File: src/rtl/trace_stim_gen_pkg.sv
// ---------------------------------------------------------------------------
// trace_stim_pkg
//
// Shared definitions for the trace stimulus generator.
//
// Contents:
//   state_e    - controller states (IDLE, RUN, DONE)
//   LFSR_MASK  - feedback mask of the 32-bit Galois LFSR
//                (x^32 + x^22 + x^2 + x + 1, right-shifting form)
//   lfsr_step  - advance an LFSR word by one step
//   val_i      - 2-bit channel value drawn from an LFSR word
//   reload_i   - hold-counter reload value for a channel, capped by hold_max
//
// Ports: none (package).
// ---------------------------------------------------------------------------
package trace_stim_pkg;

    typedef enum logic [1:0] {
        IDLE = 2'd0,
        RUN  = 2'd1,
        DONE = 2'd2
    } state_e;

    localparam logic [31:0] LFSR_MASK = 32'h8020_0003;

    // Galois form: shift right, fold the mask in whenever a 1 falls out of bit 0.
    function automatic logic [31:0] lfsr_step(input logic [31:0] l);
        logic [31:0] nxt;
        nxt = l >> 1;
        if (l[0]) begin
            nxt = nxt ^ LFSR_MASK;
        end
        return nxt;
    endfunction

    // Channel idx takes LFSR bits 2*idx and 2*idx+1. The 5-bit casts give the
    // wrap modulo 32 for free, so any channel index maps to a legal bit.
    function automatic logic [1:0] val_i(input logic [31:0] l, input int idx);
        logic [4:0] lo;
        logic [4:0] hi;
        lo = 5'(2 * idx);
        hi = 5'(2 * idx + 1);
        return {l[hi], l[lo]};
    endfunction

    // Four-bit window starting at bit 2*idx+20, wrapping round bit 31 to bit 0,
    // then clamped to the configured maximum hold.
    function automatic logic [3:0] reload_i(input logic [31:0] l, input int idx,
                                            input logic [3:0] hold_max);
        logic [3:0] r;
        r = {l[5'(2 * idx + 23)], l[5'(2 * idx + 22)],
             l[5'(2 * idx + 21)], l[5'(2 * idx + 20)]};
        return (r < hold_max) ? r : hold_max;
    endfunction

endpackage

File: src/rtl/trace_stim_gen_if.sv
// ---------------------------------------------------------------------------
// trace_stim_gen_if
//
// Control / stimulus bundle of the trace stimulus generator.
//
// Signals:
//   start       - begin a run (acted on only while idle)
//   stop        - abort the current run (acted on only while running)
//   num_cycles  - trace length in samples, captured with start
//   hold_max    - maximum extra hold cycles per value, captured with start
//   a_out       - 2 bits per channel; channel i lives in a_out[2i+1:2i]
//   valid       - a_out is a trace sample this cycle
//   busy        - a run is in progress
//   done        - one-cycle pulse when a run ends
//   cycle_cnt   - samples emitted in the current or most recent run
//
// Modports:
//   master - the controller that launches runs and consumes the stimulus
//   slave  - the generator itself
// ---------------------------------------------------------------------------
interface trace_stim_gen_if #(
    parameter int N_CH = 10
) ();

    logic                start;
    logic                stop;
    logic [31:0]         num_cycles;
    logic [3:0]          hold_max;
    logic [2*N_CH-1:0]   a_out;
    logic                valid;
    logic                busy;
    logic                done;
    logic [31:0]         cycle_cnt;

    modport master (
        output start,
        output stop,
        output num_cycles,
        output hold_max,
        input  a_out,
        input  valid,
        input  busy,
        input  done,
        input  cycle_cnt
    );

    modport slave (
        input  start,
        input  stop,
        input  num_cycles,
        input  hold_max,
        output a_out,
        output valid,
        output busy,
        output done,
        output cycle_cnt
    );

endinterface

File: src/rtl/trace_stim_gen_channel.sv
// ---------------------------------------------------------------------------
// stim_channel
//
// One 2-bit stimulus channel: a value register plus a hold counter. A value
// persists for (reload + 1) samples, after which a fresh value and reload
// are drawn from the shared LFSR word.
//
// Parameters:
//   IDX          - channel index, selects which LFSR bits feed this channel
//
// Ports:
//   clock        - rising-edge clock
//   reset_n      - asynchronous active-low reset
//   load_init_i  - seed the channel from lfsr_i (start of a run)
//   run_i        - advance the channel by one sample
//   lfsr_i       - LFSR word the value and reload are drawn from
//   hold_max_i   - cap applied to the reload value
//   value_o      - current channel value (ungated; the top masks it)
// ---------------------------------------------------------------------------
module stim_channel
    import trace_stim_pkg::*;
#(
    parameter int IDX = 0
) (
    input  logic        clock,
    input  logic        reset_n,
    input  logic        load_init_i,
    input  logic        run_i,
    input  logic [31:0] lfsr_i,
    input  logic [3:0]  hold_max_i,
    output logic [1:0]  value_o
);

    logic [1:0] value_q;
    logic [1:0] value_d;
    logic [3:0] hold_q;
    logic [3:0] hold_d;

    // A fresh draw happens at the start of a run and whenever the hold
    // counter has run out while running; otherwise the counter just ticks
    // down and the value is held.
    always_comb begin
        value_d = value_q;
        hold_d  = hold_q;
        if (load_init_i || (run_i && (hold_q == 4'd0))) begin
            value_d = val_i(lfsr_i, IDX);
            hold_d  = reload_i(lfsr_i, IDX, hold_max_i);
        end else if (run_i) begin
            hold_d = hold_q - 4'd1;
        end
    end

    always_ff @(posedge clock or negedge reset_n) begin
        if (!reset_n) begin
            value_q <= 2'd0;
            hold_q  <= 4'd0;
        end else begin
            value_q <= value_d;
            hold_q  <= hold_d;
        end
    end

    assign value_o = value_q;

endmodule

File: src/rtl/trace_stim_gen.sv
// ---------------------------------------------------------------------------
// trace_stim_gen
//
// Deterministic pseudo-random stimulus source. Each of N_CH 2-bit channels
// gets LFSR-drawn values held for LFSR-drawn durations. A run emits a bounded
// number of samples marked by valid, can be aborted with stop, and always
// restarts from SEED so every run with the same configuration reproduces
// the same stimulus bit-exactly.
//
// Parameters:
//   N_CH  - number of 2-bit channels (1..16)
//   SEED  - LFSR seed; zero is replaced by one (an all-zero LFSR never moves)
//
// Ports:
//   clock    - rising-edge clock
//   reset_n  - asynchronous active-low reset
//   bus      - trace_stim_gen_if slave: start/stop/num_cycles/hold_max in,
//              a_out/valid/busy/done/cycle_cnt out
// ---------------------------------------------------------------------------
module trace_stim_gen
    import trace_stim_pkg::*;
#(
    parameter int          N_CH = 10,
    parameter logic [31:0] SEED = 32'hACE1_2024
) (
    input  logic             clock,
    input  logic             reset_n,
    trace_stim_gen_if.slave  bus
);

    localparam logic [31:0] SEED_EFF = (SEED == 32'h0) ? 32'h1 : SEED;

    state_e            state_q;
    state_e            state_d;
    logic [31:0]       lfsr_q;
    logic [31:0]       lfsr_d;
    logic [31:0]       num_q;
    logic [31:0]       num_d;
    logic [3:0]        hold_q;
    logic [3:0]        hold_d;
    logic [31:0]       cnt_q;
    logic [31:0]       cnt_d;

    logic              load_init;
    logic              run;
    logic [31:0]       chan_word;
    logic [3:0]        chan_hold;
    logic [2*N_CH-1:0] chan_vals;

    // Next-state logic. A zero-length start goes straight to DONE so the
    // caller still sees a done pulse. The run ends after the sample whose
    // count equals num-1, i.e. exactly num samples, or after a stop cycle
    // whose own sample still counts.
    always_comb begin
        state_d   = state_q;
        lfsr_d    = lfsr_q;
        num_d     = num_q;
        hold_d    = hold_q;
        cnt_d     = cnt_q;
        load_init = 1'b0;
        run       = 1'b0;
        case (state_q)
            IDLE: begin
                if (bus.start) begin
                    cnt_d = 32'd0;
                    if (bus.num_cycles == 32'd0) begin
                        state_d = DONE;
                    end else begin
                        num_d     = bus.num_cycles;
                        hold_d    = bus.hold_max;
                        lfsr_d    = lfsr_step(SEED_EFF);
                        load_init = 1'b1;
                        state_d   = RUN;
                    end
                end
            end
            RUN: begin
                run    = 1'b1;
                cnt_d  = cnt_q + 32'd1;
                lfsr_d = lfsr_step(lfsr_q);
                if (bus.stop || (cnt_q == (num_q - 32'd1))) begin
                    state_d = DONE;
                end
            end
            DONE: begin
                state_d = IDLE;
            end
            default: begin
                state_d = IDLE;
            end
        endcase
    end

    // Channels draw from the seed itself when a run is launched and from the
    // running LFSR afterwards; the launch also uses the hold_max being
    // captured in that same cycle rather than the stale latched copy.
    always_comb begin
        chan_word = lfsr_q;
        chan_hold = hold_q;
        if (state_q != RUN) begin
            chan_word = SEED_EFF;
            chan_hold = bus.hold_max;
        end
    end

    // State, LFSR, latched configuration and sample counter.
    always_ff @(posedge clock or negedge reset_n) begin
        if (!reset_n) begin
            state_q <= IDLE;
            lfsr_q  <= SEED_EFF;
            num_q   <= 32'd0;
            hold_q  <= 4'd0;
            cnt_q   <= 32'd0;
        end else begin
            state_q <= state_d;
            lfsr_q  <= lfsr_d;
            num_q   <= num_d;
            hold_q  <= hold_d;
            cnt_q   <= cnt_d;
        end
    end

    for (genvar g = 0; g < N_CH; g++) begin : g_chan
        stim_channel #(
            .IDX(g)
        ) u_chan (
            .clock       (clock),
            .reset_n     (reset_n),
            .load_init_i (load_init),
            .run_i       (run),
            .lfsr_i      (chan_word),
            .hold_max_i  (chan_hold),
            .value_o     (chan_vals[2*g+1:2*g])
        );
    end

    // Outputs decode only registered state, so nothing reaches them from an
    // input combinationally. Channel registers keep stale values outside a
    // run, hence the masking of a_out.
    assign bus.valid     = (state_q == RUN);
    assign bus.busy      = (state_q == RUN);
    assign bus.done      = (state_q == DONE);
    assign bus.a_out     = (state_q == RUN) ? chan_vals : '0;
    assign bus.cycle_cnt = cnt_q;

endmodule

File: src/flat_wrapper.sv
// flat-port wrapper written by rule: the top's interface ports become plain ports
module trace_stim_gen_flat import trace_stim_pkg::*;
#(
    parameter int          N_CH = 10,
    parameter logic [31:0] SEED = 32'hACE1_2024
)
  (clock, reset_n, bus_start, bus_stop, bus_num_cycles, bus_hold_max, bus_a_out, bus_valid, bus_busy, bus_done, bus_cycle_cnt);
  trace_stim_gen_if #(.N_CH(N_CH)) bus_i ();
  input  logic clock;
  input  logic reset_n;
  input wire logic [$bits(bus_i.start)-1:0] bus_start;
  input wire logic [$bits(bus_i.stop)-1:0] bus_stop;
  input wire logic [$bits(bus_i.num_cycles)-1:0] bus_num_cycles;
  input wire logic [$bits(bus_i.hold_max)-1:0] bus_hold_max;
  output wire logic [$bits(bus_i.a_out)-1:0] bus_a_out;
  output wire logic [$bits(bus_i.valid)-1:0] bus_valid;
  output wire logic [$bits(bus_i.busy)-1:0] bus_busy;
  output wire logic [$bits(bus_i.done)-1:0] bus_done;
  output wire logic [$bits(bus_i.cycle_cnt)-1:0] bus_cycle_cnt;
  assign bus_i.start = bus_start;
  assign bus_i.stop = bus_stop;
  assign bus_i.num_cycles = bus_num_cycles;
  assign bus_i.hold_max = bus_hold_max;
  assign bus_a_out = bus_i.a_out;
  assign bus_valid = bus_i.valid;
  assign bus_busy = bus_i.busy;
  assign bus_done = bus_i.done;
  assign bus_cycle_cnt = bus_i.cycle_cnt;
  trace_stim_gen #(.N_CH(N_CH), .SEED(SEED)) u_core (.clock(clock), .reset_n(reset_n), .bus(bus_i));
endmodule
File: config.mk
export PLATFORM = sky130hd
export DESIGN_NAME = trace_stim_gen_flat
export DESIGN_NICKNAME = d
export VERILOG_FILES = /design/src/rtl/trace_stim_gen_pkg.sv /design/src/rtl/trace_stim_gen_if.sv /design/src/rtl/trace_stim_gen_channel.sv /design/src/rtl/trace_stim_gen.sv /design/src/flat_wrapper.sv
export SDC_FILE = /design/constraint.sdc
export NUM_CORES = 1
export LEC_CHECK = 0
export ABC_AREA = 1
export CAP_MARGIN = 30
export CORE_MARGIN = 1.5
export CORE_UTILIZATION = 45
export DETAILED_ROUTE_END_ITERATION = 12
export DONT_BUFFER_PORTS = 1
export HOLD_SLACK_MARGIN = 0.1
export PLACE_DENSITY = 0.67
export SLEW_MARGIN = 20
export SYNTH_ARGS = -nofsm -noshare
export SYNTH_HDL_FRONTEND = slang
export SYNTH_SLANG_ARGS = --single-unit
File: constraint.sdc
create_clock -name clock -period 6.3 [get_ports clock]
set_input_delay 0.945 -clock clock [delete_from_list [all_inputs] [get_ports clock]]
set_output_delay 0.945 -clock clock [all_outputs]
set_load 0.02 [all_outputs]
* After elaboration in Yosys (flattened, before gate mapping)
Cells that the tools add are included.
Widths: inputs -> output; s select.
** Word-level totals
- Input port bits :: 40
- Register bits :: 162
- Output and inout port bits :: 55
** Operators by class
- $lt $le $gt $ge :: 4
- Eq/ne operators :: 7
- Add/subtract/negate cells :: 12
- Reductions and logical operators :: 48
- Bitwise gates (word level) :: 2
- Multiplexer cells :: 41
** Operators with widths (count)
- $mux 32 :: 4
- $pmux 32 s2 :: 2
- $mux 4 :: 25
- $logic_not 4->1 :: 10
- $mux 20 :: 2
- $sub 4x1->4 const B :: 10
- $add 32x1->32 const B :: 1
- $eq 32x32->1 :: 1
- $logic_not 32->1 :: 1
- $sub 32x1->32 const B :: 1
- $reduce_bool 2->1 :: 11
- $lt 4x4->1 :: 4
- $logic_or 1x1->1 :: 11
- $logic_and 1x1->1 :: 10
- $mux 2 :: 3
- $reduce_and 3->1 :: 2
- $mux 1 :: 4
- $ne 2x1->1 const B :: 2
- $ne 2x2->1 const B :: 2
- $not 3->4 :: 1
- $pmux 2 s2 :: 1
- $reduce_and 2->1 :: 2
- $eq 2x1->1 const B :: 1
- $eq 2x2->1 const B :: 1
- 2 further kinds :: 2

* Logic depth before layout (Yosys ltp)
- Depth in word-level cells :: 6
- Gate-level depth with buffers :: 16
- Depth with buffers taken out :: 15

* Modules after synthesis
Synthesis repeated with hierarchy kept, for this count alone.
** Second synthesis, totals
- Cells, all modules :: 1485
- Area total of the unflattened synthesis :: 10527.6 µm²
** Modules (own cells, without submodules)
- trace_stim_gen :: area an instance 6293.5 µm², times used 1, seq. area each 2566.2 µm², cells an instance 895
- stim_channel (u_core.g_chan[0].u_chan ...) :: area an instance 382.9 µm², times used 6, seq. area each 150.1 µm², cells an instance 53
- stim_channel (u_core.g_chan[6].u_chan ...) :: area an instance 484.2 µm², times used 4, seq. area each 150.1 µm², cells an instance 68

* Worst setup path after synthesis
No wires, ideal clock.
- Kind :: register to output
- Start point :: register u_core.state_q[1]
- End point :: output port bus_a_out[0]
- Arrival time :: 1574 ps
- Slack :: 3781 ps
- Stages on the path, launching flop included :: 8
- Required time :: 5355 ps
- Cell sequence :: dfrtp_1 inv_2 nand2_4 buf_2 buf_4 buf_4 buf_2 nor2_1
** On the way
- Cells in the longest elaborated chain, start to end :: 2
** RTL lines
- from (decl) :: line trace_stim_gen.sv:33 : state_e state_q;
- from (signal assigned) :: line trace_stim_gen.sv:115 : state_q <= state_d;
- $eq 2x1->1 :: line trace_stim_gen.sv:143 : assign bus.a_out = (state_q == RUN) ? chan_vals : '0;
- $mux 20 :: line trace_stim_gen.sv:143
- to (decl) :: line flat_wrapper.sv:15 : output wire logic [$bits(bus_i.a_out)-1:0] bus_a_out;
No other way between the ends.

* Worst setup path after layout
- Start point :: register u_core.state_q[1]
- End point :: output port bus_a_out[3]
Same word-level chain as after synthesis.

==> metrics.yaml <==
fp.dieH_um: 152.4
rows: 54
drive_above_1_share: 0.09084
gr-usage-all-layers: 0.2353
grt_max_degree: 163
syn_to_final_growth_pct: 7.723
cts_tree: "done"
synth_most_common_cell: "nand2_1"
rsz0062_at_grt: "no"
routed_wirelength_um: 26270
viasPerCell: 5.365
ctsHoldBuffers: 0
worstSetupPathType: "reg -> out"
fin_util: 0.4943
status: "completed"
grtUsageMet2: 0.4094
start_util: 0.4588
clock_latency_ns: 0.44
slew_headroom: 0.3843
dp_hpwl_um: 18490
ys_async_sr_fraction: 1.000
r2r-start: "u_core.state_q[1]"
synth_top_area_share: 0.3762
setup_violations: 0
synth.distinct_cells: 55
ctsResizeCount: 0
p_leak_nw: 5.015
grt_overflow: 0
hold_violations: 0
post-place-cells: 1547
fillers: 2161
clock-sinks: 162
cts_setup_buffers: 0
fin_skew_ns: 0.01411
fin_crit_ns: 3.251
synthTopCellsByArea: "dfrtp_1, nand2_1, inv_1"
cts_buffers: 17
stdcell_count: 1579
die_x_um: 152.4
required_ns: 5.35
maxCapViolations: 0
syn_area_sq_um: 10040
post-route-period-util: 0.5160
synth_area_leader_cell: "dfrtp_1"
critPathCaptureType: "output pin"
grt_pass1_vias: 8597
fin_hold_ws_ns: 0.1926
wire_per_inst_um: 16.64
io_pins: 95
start_kind: "flop"
clkTransAtPathRegs_ns: 0.08
power_density_nw_per_um2: 535.8
syn_inst: 1309
max_freq_mhz: 307.6
portBuffers: 0
critPathLaunch: "u_core.state_q[1]"
gp_congestion: 0.9211
grt_util_met3: 0.04522
worstMarginPinSlew_ns: 0.9236
ant_nets: 0
drc: 0
vias: 8471
num-nets-final: 1360
finalSetupTns_ns: 0
grt_busiest_layer: "met2"
finalMaxSlewViolations: 0
yosysWarnings: 0
synth_edf_count: 0
power_mw: 5.798
hp-class: "in -> async"
die-area_sq_um: 23230
avgSynthCellArea_sq_um: 7.674
grt_antenna_before_repair: 0
vdd_ir_drop_max_v: 0.0002697
grt_pass1_wl_um: 43950
core_area_sq_um: 21890
clockRootBuffer: "clkbuf_16"
postSynthRegisterBits: 162
synth_nets: 1383
dr.pass1.iters: 5
antenna_cells: 0
drtIter0Drc: 473
use_met1: 0.2875
arrival_ns: 2.31
clockBufferDepth: 2
yosysSeqAreaShare: 0.4050
synthFlopType: "dfrtp_1"
htreeDepth: 4
yosys-top-cells-count: "nand2_1, inv_1, dfrtp_1, nor2_1, o21ai_0"
critPathMaxFanout: 82
-- cells by family after synthesis --
logic type      count (synthesis)  share of synthesized area
buf+inv                       243                    0.09778
mux                             6                   0.006726
xor+xnor                       62                    0.05406
flops                         162                     0.4050
fa+ha+maj                      34                    0.04235
simple gates                  581                     0.2646
compound gates                221                     0.1296
-- placed cells by master (no fill, tap or decap), types with 13 or more instances in the layout --
master,count
nand2_2,13
nor3_1,29
nand3_1,45
nand4_1,27
xor2_1,37
o22ai_1,20
dfrtp_1,151
nor2_1,133
a21oi_1,37
nand2_1,287
clkbuf_16,17
o21ai_1,16
ha_1,34
o211ai_1,14
o21ai_0,93
xnor2_1,25
inv_1,177
o311ai_1,15
-- stage by stage --
step | area, sq um | setup WS, ns
after floorplan | 10040 | 3.781
after global placement | 10180 | 2.859
after detailed placement | 10210 | 3.000
after CTS | 10820 | 3.040
after global routing | 10820 | 2.765
final | 10820 | 3.049
-- layout make-up --
cell class,count,area (sq um),area share
multi-input cells,904,4995,0.4616
flip-flops and latches,162,4068,0.3759
inverters,196,737.0,0.06811
clock buffers,17,425.4,0.03932
well taps,280,350.3,0.03238
clock inverters,15,187.7,0.01735
repair buffers,5,57.56,0.005319
-- state kept, by name (all words and copies together), names as in the netlist --
signal and count:
u_core.hold_q 4, u_core.lfsr_q 32, u_core.g_chan.u_chan.hold_q 40, u_core.g_chan.u_chan.value_o 20, u_core.state_q 2, u_core.bus.cycle_cnt 32
u_core.num_q 32
-- metal layers --
| metal | vias to the layer above | wire, um |
|---|---|---|
| li1 | 4187 | - |
| met1 | 4024 | 11290 |
| met2 | 212 | 12850 |
| met3 | 48 | 1426 |
| met4 | 0 | 709 |
| met5 | - | 0 |
-- critical path, stage by stage (launching register included) --
cell,delay [ns]
dfrtp_1,0.45
inv_2,0.12
nand2_4,0.21
buf_4,0.76
nor2_1,0.28
-- worst paths after layout --
check	end	slack, ns	cells after the start
max	bus_a_out[3]	3.05	4
min	u_core.num_q[8]	0.19	0
max reg2reg	u_core.g_chan[7].u_chan.hold_q[0]	3.08	14
min reg2reg	u_core.lfsr_q[31]	0.47	2
max in group asynchronous	u_core.lfsr_q[13]	5.69	0
min in group clock	u_core.lfsr_q[31]	0.47	2
-- where the power goes --
part / switching (mW) / leakage (nW) / total [mW] / internal, mW
Sequential: 0.428 / 2.03 / 1.92 / 1.49
Clock: 0.537 / 0.294 / 1.08 / 0.541
Combinational: 1.85 / 2.69 / 2.80 / 0.959
(Power assumes the default switching activity.)
==> edit 1, RTL diff (same settings) <==
`hold_q` no longer has a reset.
--- a/src/rtl/trace_stim_gen.sv
+++ b/src/rtl/trace_stim_gen.sv
@@ -109,15 +109,17 @@
             state_q <= IDLE;
             lfsr_q  <= SEED_EFF;
             num_q   <= 32'd0;
-            hold_q  <= 4'd0;
             cnt_q   <= 32'd0;
         end else begin
             state_q <= state_d;
             lfsr_q  <= lfsr_d;
             num_q   <= num_d;
-            hold_q  <= hold_d;
             cnt_q   <= cnt_d;
         end
+    end
+
+    always_ff @(posedge clock) begin
+        hold_q <= hold_d;
     end
 
     for (genvar g = 0; g < N_CH; g++) begin : g_chan
Formal check against the unedited RTL: same outputs for any inputs over 10 cycles, from zero or initial values and one cycle with reset_n low; that may be too few to reach the edited logic, so the function may still have changed.
==> edit 1 against the original RTL <==
Maximum frequency up 3.7%. Worst setup slack better by 120 ps. Sequential power down 7%. Wire length down 5.1%. Sequential cell count unchanged. Global-route usage down 0.79 points. Critical path depth up 6. Non-clock buffer count up 3. Synthesized area down 1.9%. Final area down 1.2%. Total power down 6.8%. Clock skew about the same. Critical endpoint is now u_core.g_chan[6].u_chan.hold_q[2].
==> edit 1: results (changes against the original RTL) <==
- DR vias: 8,477 (+0.071%)
- The sequential fraction of the synthesis area was 41.5% (+0.98 points).
- The instance count of the mapped netlist came to 1,305 (-0.31%).
- Number of global-route vias before repair: 8,132 (-5.4%)
- The routability congestion estimate is 0.925 (+0.37%).
- Most area-consuming cells after synthesis: sky130_fd_sc_hd__dfrtp_1 (37%), sky130_fd_sc_hd__nand2_1 (10%), sky130_fd_sc_hd__inv_1 (7.3%)
- The distinct cell type count after synthesis came to 46 (-16%).
- Peak supply drop: 0.272 mV (+0.96%)
- The register area is 4090 µm² (+0.49%).
- The count of flip-flops with a built-in enable after synthesis is 4 (+4).
- Detailed-placement wirelength estimate: 17,400 µm (-6.1%)
* Synthesized netlist net count: 1,379 (-0.29%)
- The proportion of synthesized flip-flops having asynchronous set or reset is 97.5% (-2.5 points).
- The arrival time at the worst endpoint is 3430 ps (+1120 ps).
- The run finished with clean final reports.
* Largest net degree at the start of global routing: 159 (-2.5%)
- The cell area reported after detailed placement came to 10,100 µm² (-1.2%).
- Number of hold buffers added after cts: 0 (unchanged)
* Fraction of final layout cells with drive strength greater than 1: 8.05% (-1.0 points)
* Power in sequential cells: 1.78 mW (-7%)
- Leakage power total: 5.01 nW (about the same)
- Number of DRC markers in iteration 0: 476 (+0.63%)
- Synthesized area divided by synthesized cell count: 7.55 µm² (-1.6%)
* Most frequent cells after synthesis: sky130_fd_sc_hd__nand2_1 (269), sky130_fd_sc_hd__inv_1 (191), sky130_fd_sc_hd__nor2_1 (149)
- Final routed wire length divided by cell count: 15.8 µm (-5.1%)
- The tightest slew margin relative to the limit was 43.5% (+5.1 points).
* Global-route wire length before repair: 40,500 µm (-7.9%)
- Global routing usage summed across all routing layers: 22.7% (-0.79 points)
- Layout filler cell count: 2,058 (-4.8%)
[edit 1: changes by cell type after synthesis, moves of 9 or more]
cell                       delta
sky130_fd_sc_hd__a22oi_1     +11
sky130_fd_sc_hd__nor3_1      -20
sky130_fd_sc_hd__nand3_1     +33
sky130_fd_sc_hd__nor2_1      +16
sky130_fd_sc_hd__nor2_2       +9
sky130_fd_sc_hd__o221ai_1    +15
sky130_fd_sc_hd__xnor2_1     -12
sky130_fd_sc_hd__inv_1       +14
sky130_fd_sc_hd__o311ai_1    -15
sky130_fd_sc_hd__nand2_1     -18
[edit 1: cells by family (layout without fill, tap and decap cells)]
kind of cell | Yosys count | in the layout | share of synthesized area [%]
xor gates and xnor gates | 47 | 47 | 4.18
adders and majority gates | 34 | 34 | 4.32
muxes | 3 | 3 | 0.305
buffers and inverters | 246 | 245 | 9.75
AOI/OAI and AO/OA | 222 | 222 | 13.3
DFF | 162 | 162 | 41.5
and+or+nand+nor | 591 | 591 | 26.7
[edit 1: layout make-up]
| class | count | share of cell area (%) |
|---|---|---|
| Multi-Input combinational cell | 897 | 45.1 |
| Timing Repair Buffer | 8 | 0.562 |
| Clock inverter | 15 | 1.70 |
| Inverter | 205 | 7.20 |
| Clock buffer | 17 | 3.98 |
| Sequential cell | 162 | 38.2 |
| Tap cell | 275 | 3.22 |
[edit 1: final timing paths]
check | start | end | slack (ps) | cells after the start
min in group clock | u_core.lfsr_q[5] | u_core.lfsr_q[5] | 470 | 2
max in group asynchronous | reset_n | u_core.lfsr_q[5] | 5670 | 0
min reg2reg | u_core.lfsr_q[5] | u_core.lfsr_q[5] | 470 | 2
min | reset_n | u_core.num_q[1] | 210 | 0
max | u_core.state_q[1] | u_core.g_chan[6].u_chan.hold_q[2] | 3170 | 10
max reg2reg | u_core.state_q[1] | u_core.g_chan[6].u_chan.hold_q[2] | 3170 | 10
[edit 1: layer usage]
| metal | GRT usage [%] | vias to the layer above | share of wire [%] |
|---|---|---|---|
| li1 | - | 4205 | - |
| met1 | 27.5 | 4015 | 43 |
| met2 | 39.6 | 218 | 49 |
| met3 | 4.97 | 39 | 5.6 |
| met4 | 8.25 | 0 | 2.1 |
| met5 | 0 | - | 0 |
[edit 1: critical path, stage by stage, from the launching register on]
cell and delay [ps]:
sky130_fd_sc_hd__dfrtp_1 390, sky130_fd_sc_hd__inv_1 120, sky130_fd_sc_hd__nand2_4 220, sky130_fd_sc_hd__inv_2 320, sky130_fd_sc_hd__buf_4 590, sky130_fd_sc_hd__nand2_1 350, sky130_fd_sc_hd__ha_1 300, sky130_fd_sc_hd__a21oi_1 240
sky130_fd_sc_hd__nand2_2 130, sky130_fd_sc_hd__o211ai_1 190, sky130_fd_sc_hd__a22oi_1 100
==> edit 2, RTL diff (same flow settings) <==
Without the edit above. `N_CH` is set to 10 in 3 places; all go to 9.
--- a/src/rtl/trace_stim_gen_if.sv
+++ b/src/rtl/trace_stim_gen_if.sv
@@ -19,7 +19,7 @@
 //   slave  - the generator itself
 // ---------------------------------------------------------------------------
 interface trace_stim_gen_if #(
-    parameter int N_CH = 10
+    parameter int N_CH = 9
 ) ();
 
     logic                start;
--- a/src/rtl/trace_stim_gen.sv
+++ b/src/rtl/trace_stim_gen.sv
@@ -20,7 +20,7 @@
 module trace_stim_gen
     import trace_stim_pkg::*;
 #(
-    parameter int          N_CH = 10,
+    parameter int          N_CH = 9,
     parameter logic [31:0] SEED = 32'hACE1_2024
 ) (
     input  logic             clock,
--- a/src/flat_wrapper.sv
+++ b/src/flat_wrapper.sv
@@ -1,7 +1,7 @@
 // flat-port wrapper written by rule: the top's interface ports become plain ports
 module trace_stim_gen_flat import trace_stim_pkg::*;
 #(
-    parameter int          N_CH = 10,
+    parameter int          N_CH = 9,
     parameter logic [31:0] SEED = 32'hACE1_2024
 )
   (clock, reset_n, bus_start, bus_stop, bus_num_cycles, bus_hold_max, bus_a_out, bus_valid, bus_busy, bus_done, bus_cycle_cnt);
Interface: changed (resized bus_a_out); port bits go from 95 to 93. No check against the original RTL was run, so the function may have changed too.
==> edit 2 against the original RTL <==
Register-to-register slack better by 460 ps. Critical path depth stayed put. Total power is 9.7% lower. Final area is 4.5% lower. Worst setup slack worse by 39 ps. Sequential cell count is 6 lower. Highest routed layer unchanged. Largest power group unchanged. Synthesized area is 5.9% lower. Wire length is 9.9% lower.
==> edit 2: results (changes against the original RTL) <==
* Largest net degree at the start of global routing: 157 (-3.7%)
* DR vias: 8,109 (-4.3%)
- Peak supply drop: 0.318 mV (+18%)
- Seq_cells: 156 (-3.7%)
- Clock H-tree levels: 4 (unchanged)
- Status: finished clean
* Clock-pin slew on the worst setup and hold paths: 60 ps (-20 ps)
- Arrival time of data at the critical path endpoint: 2340 ps (+30 ps)
- Number of DRC markers in iteration 0: 429 (-9.3%)
* Synthesized area divided by synthesized cell count: 7.59 µm² (-1.1%)
- The non-clock buffer count in the final layout is 8 (+3).
- Max reg flops: 36 (-10%)
- Sequential cell area fraction in the yosys report: 41.4% (+0.94 points)
- The clock tree cell share of total cell area was 6.27% (+0.61 points).
- Fraction of final layout cells with drive strength greater than 1: 7.68% (-1.4 points)
* Count of synthesis-stage warnings from yosys: 0 (unchanged)
- Global routing usage summed across all routing layers: 22.5% (-1.0 points)
- Post-Place Cell Area: 9650 µm² (-5.4%)
- The most critical setup path has its endpoint at bus_valid.
- The count of multi-input combinational gates was 883 (-2.3%).
- Number of diodes: 0 (unchanged)
- Post-synthesis compound-gate area fraction: 11.5% (-1.5 points)
- Fmax achieved: 0.304 GHz (-1.2%)
* Hold slack: 214 ps (+21.7 ps)
- The post-DP HPWL is 16,300 µm (-12%).
- The distinct cell type count after synthesis came to 51 (-7.3%).
- FF/Latch Area: 3920 µm² (-3.7%)
* Number of global-route vias before repair: 7,880 (-8.3%)
- Final routed wire length divided by cell count: 15.6 µm (-6.4%)
- Post-route cell area: 10,300 µm² (-4.5%)
* Slowest cell on the critical path: sky130_fd_sc_hd__inv_2
* Depth of the worst register-to-register path: 9 (-5)
- The mux share of post-synthesis cell area was 0.357% (-0.32 points).
- Ranked by total cell area, the synthesized netlist is headed by sky130_fd_sc_hd__dfrtp_1 (38%), sky130_fd_sc_hd__nand2_1 (12%), sky130_fd_sc_hd__inv_1 (6.6%).
- The reg-to-reg setup timing slack was 3540 ps (+460 ps).
- The tightest slew margin relative to the limit came to 38.3% (-0.16 points).
- The placeable core region came to 20,400 µm² (-6.7%).
- Proportion of final cell area spent on non-clock buffers: 0.775% (+0.24 points)
- The share of the synthesized netlist area taken by xor and xnor gates is 5.44% (+0.033 points).
- Leakage power total: 4.82 nW (-3.9%)
- Worst-case clock skew: 9.68 ps (-4.44 ps)
- The global-route wire length before repair came to 39,100 µm (-11%).
- Sorting the synthesized cells by how often they occur yields sky130_fd_sc_hd__nand2_1 (292), sky130_fd_sc_hd__inv_1 (166), sky130_fd_sc_hd__nor2_1 (164).
- Synthesized netlist net count: 1,315 (-4.9%)
* Peak fanout along the critical path: 43 (-48%)
- The stage delay of the slowest cell on the critical path is 740 ps (-20 ps).
- The ratio of routed vias to standard cells is 5.33 (-0.56%).
* Nonclk inv count: 171 (-13%)
- The worst register-to-register path ends at u_core.bus.cycle_cnt[16].
- Fraction of area in multi-input gates: 45.5% (-0.62 points)
* Total of clock buffers placed in the layout: 21 (+4)
* Adder-cell share of the synthesized area: 3.84% (-0.40 points)
* Dpl ws: 2860 ps (-145 ps)
edit 2: cell count changes after synthesis, moves of 7 or more:
cell,before,now
sky130_fd_sc_hd__a21oi_1,37,26
sky130_fd_sc_hd__inv_2,11,4
sky130_fd_sc_hd__o221ai_1,3,19
sky130_fd_sc_hd__o21ai_0,93,78
sky130_fd_sc_hd__nor3_1,29,16
sky130_fd_sc_hd__inv_1,177,166
sky130_fd_sc_hd__buf_2,26,12
sky130_fd_sc_hd__nand3_1,45,64
sky130_fd_sc_hd__nor4_1,2,11
sky130_fd_sc_hd__o311ai_1,15,0
sky130_fd_sc_hd__nor2_1,133,164
edit 2: where the power goes:
part           switching [mW]  total [mW]  internal [mW]
clock                   0.440        1.14          0.701
sequential              0.320        1.73           1.41
combinational            1.56        2.36          0.808
edit 2: metal layers:
layer / track usage, % / routed length, µm / up-vias
met4: 7.28 / 448 / 0
met5: 0 / 0 / -
li1: - / - / 4014
met1: 29.2 / 10600 / 3870
met2: 38.2 / 11400 / 191
met3: 4.04 / 1210 / 34
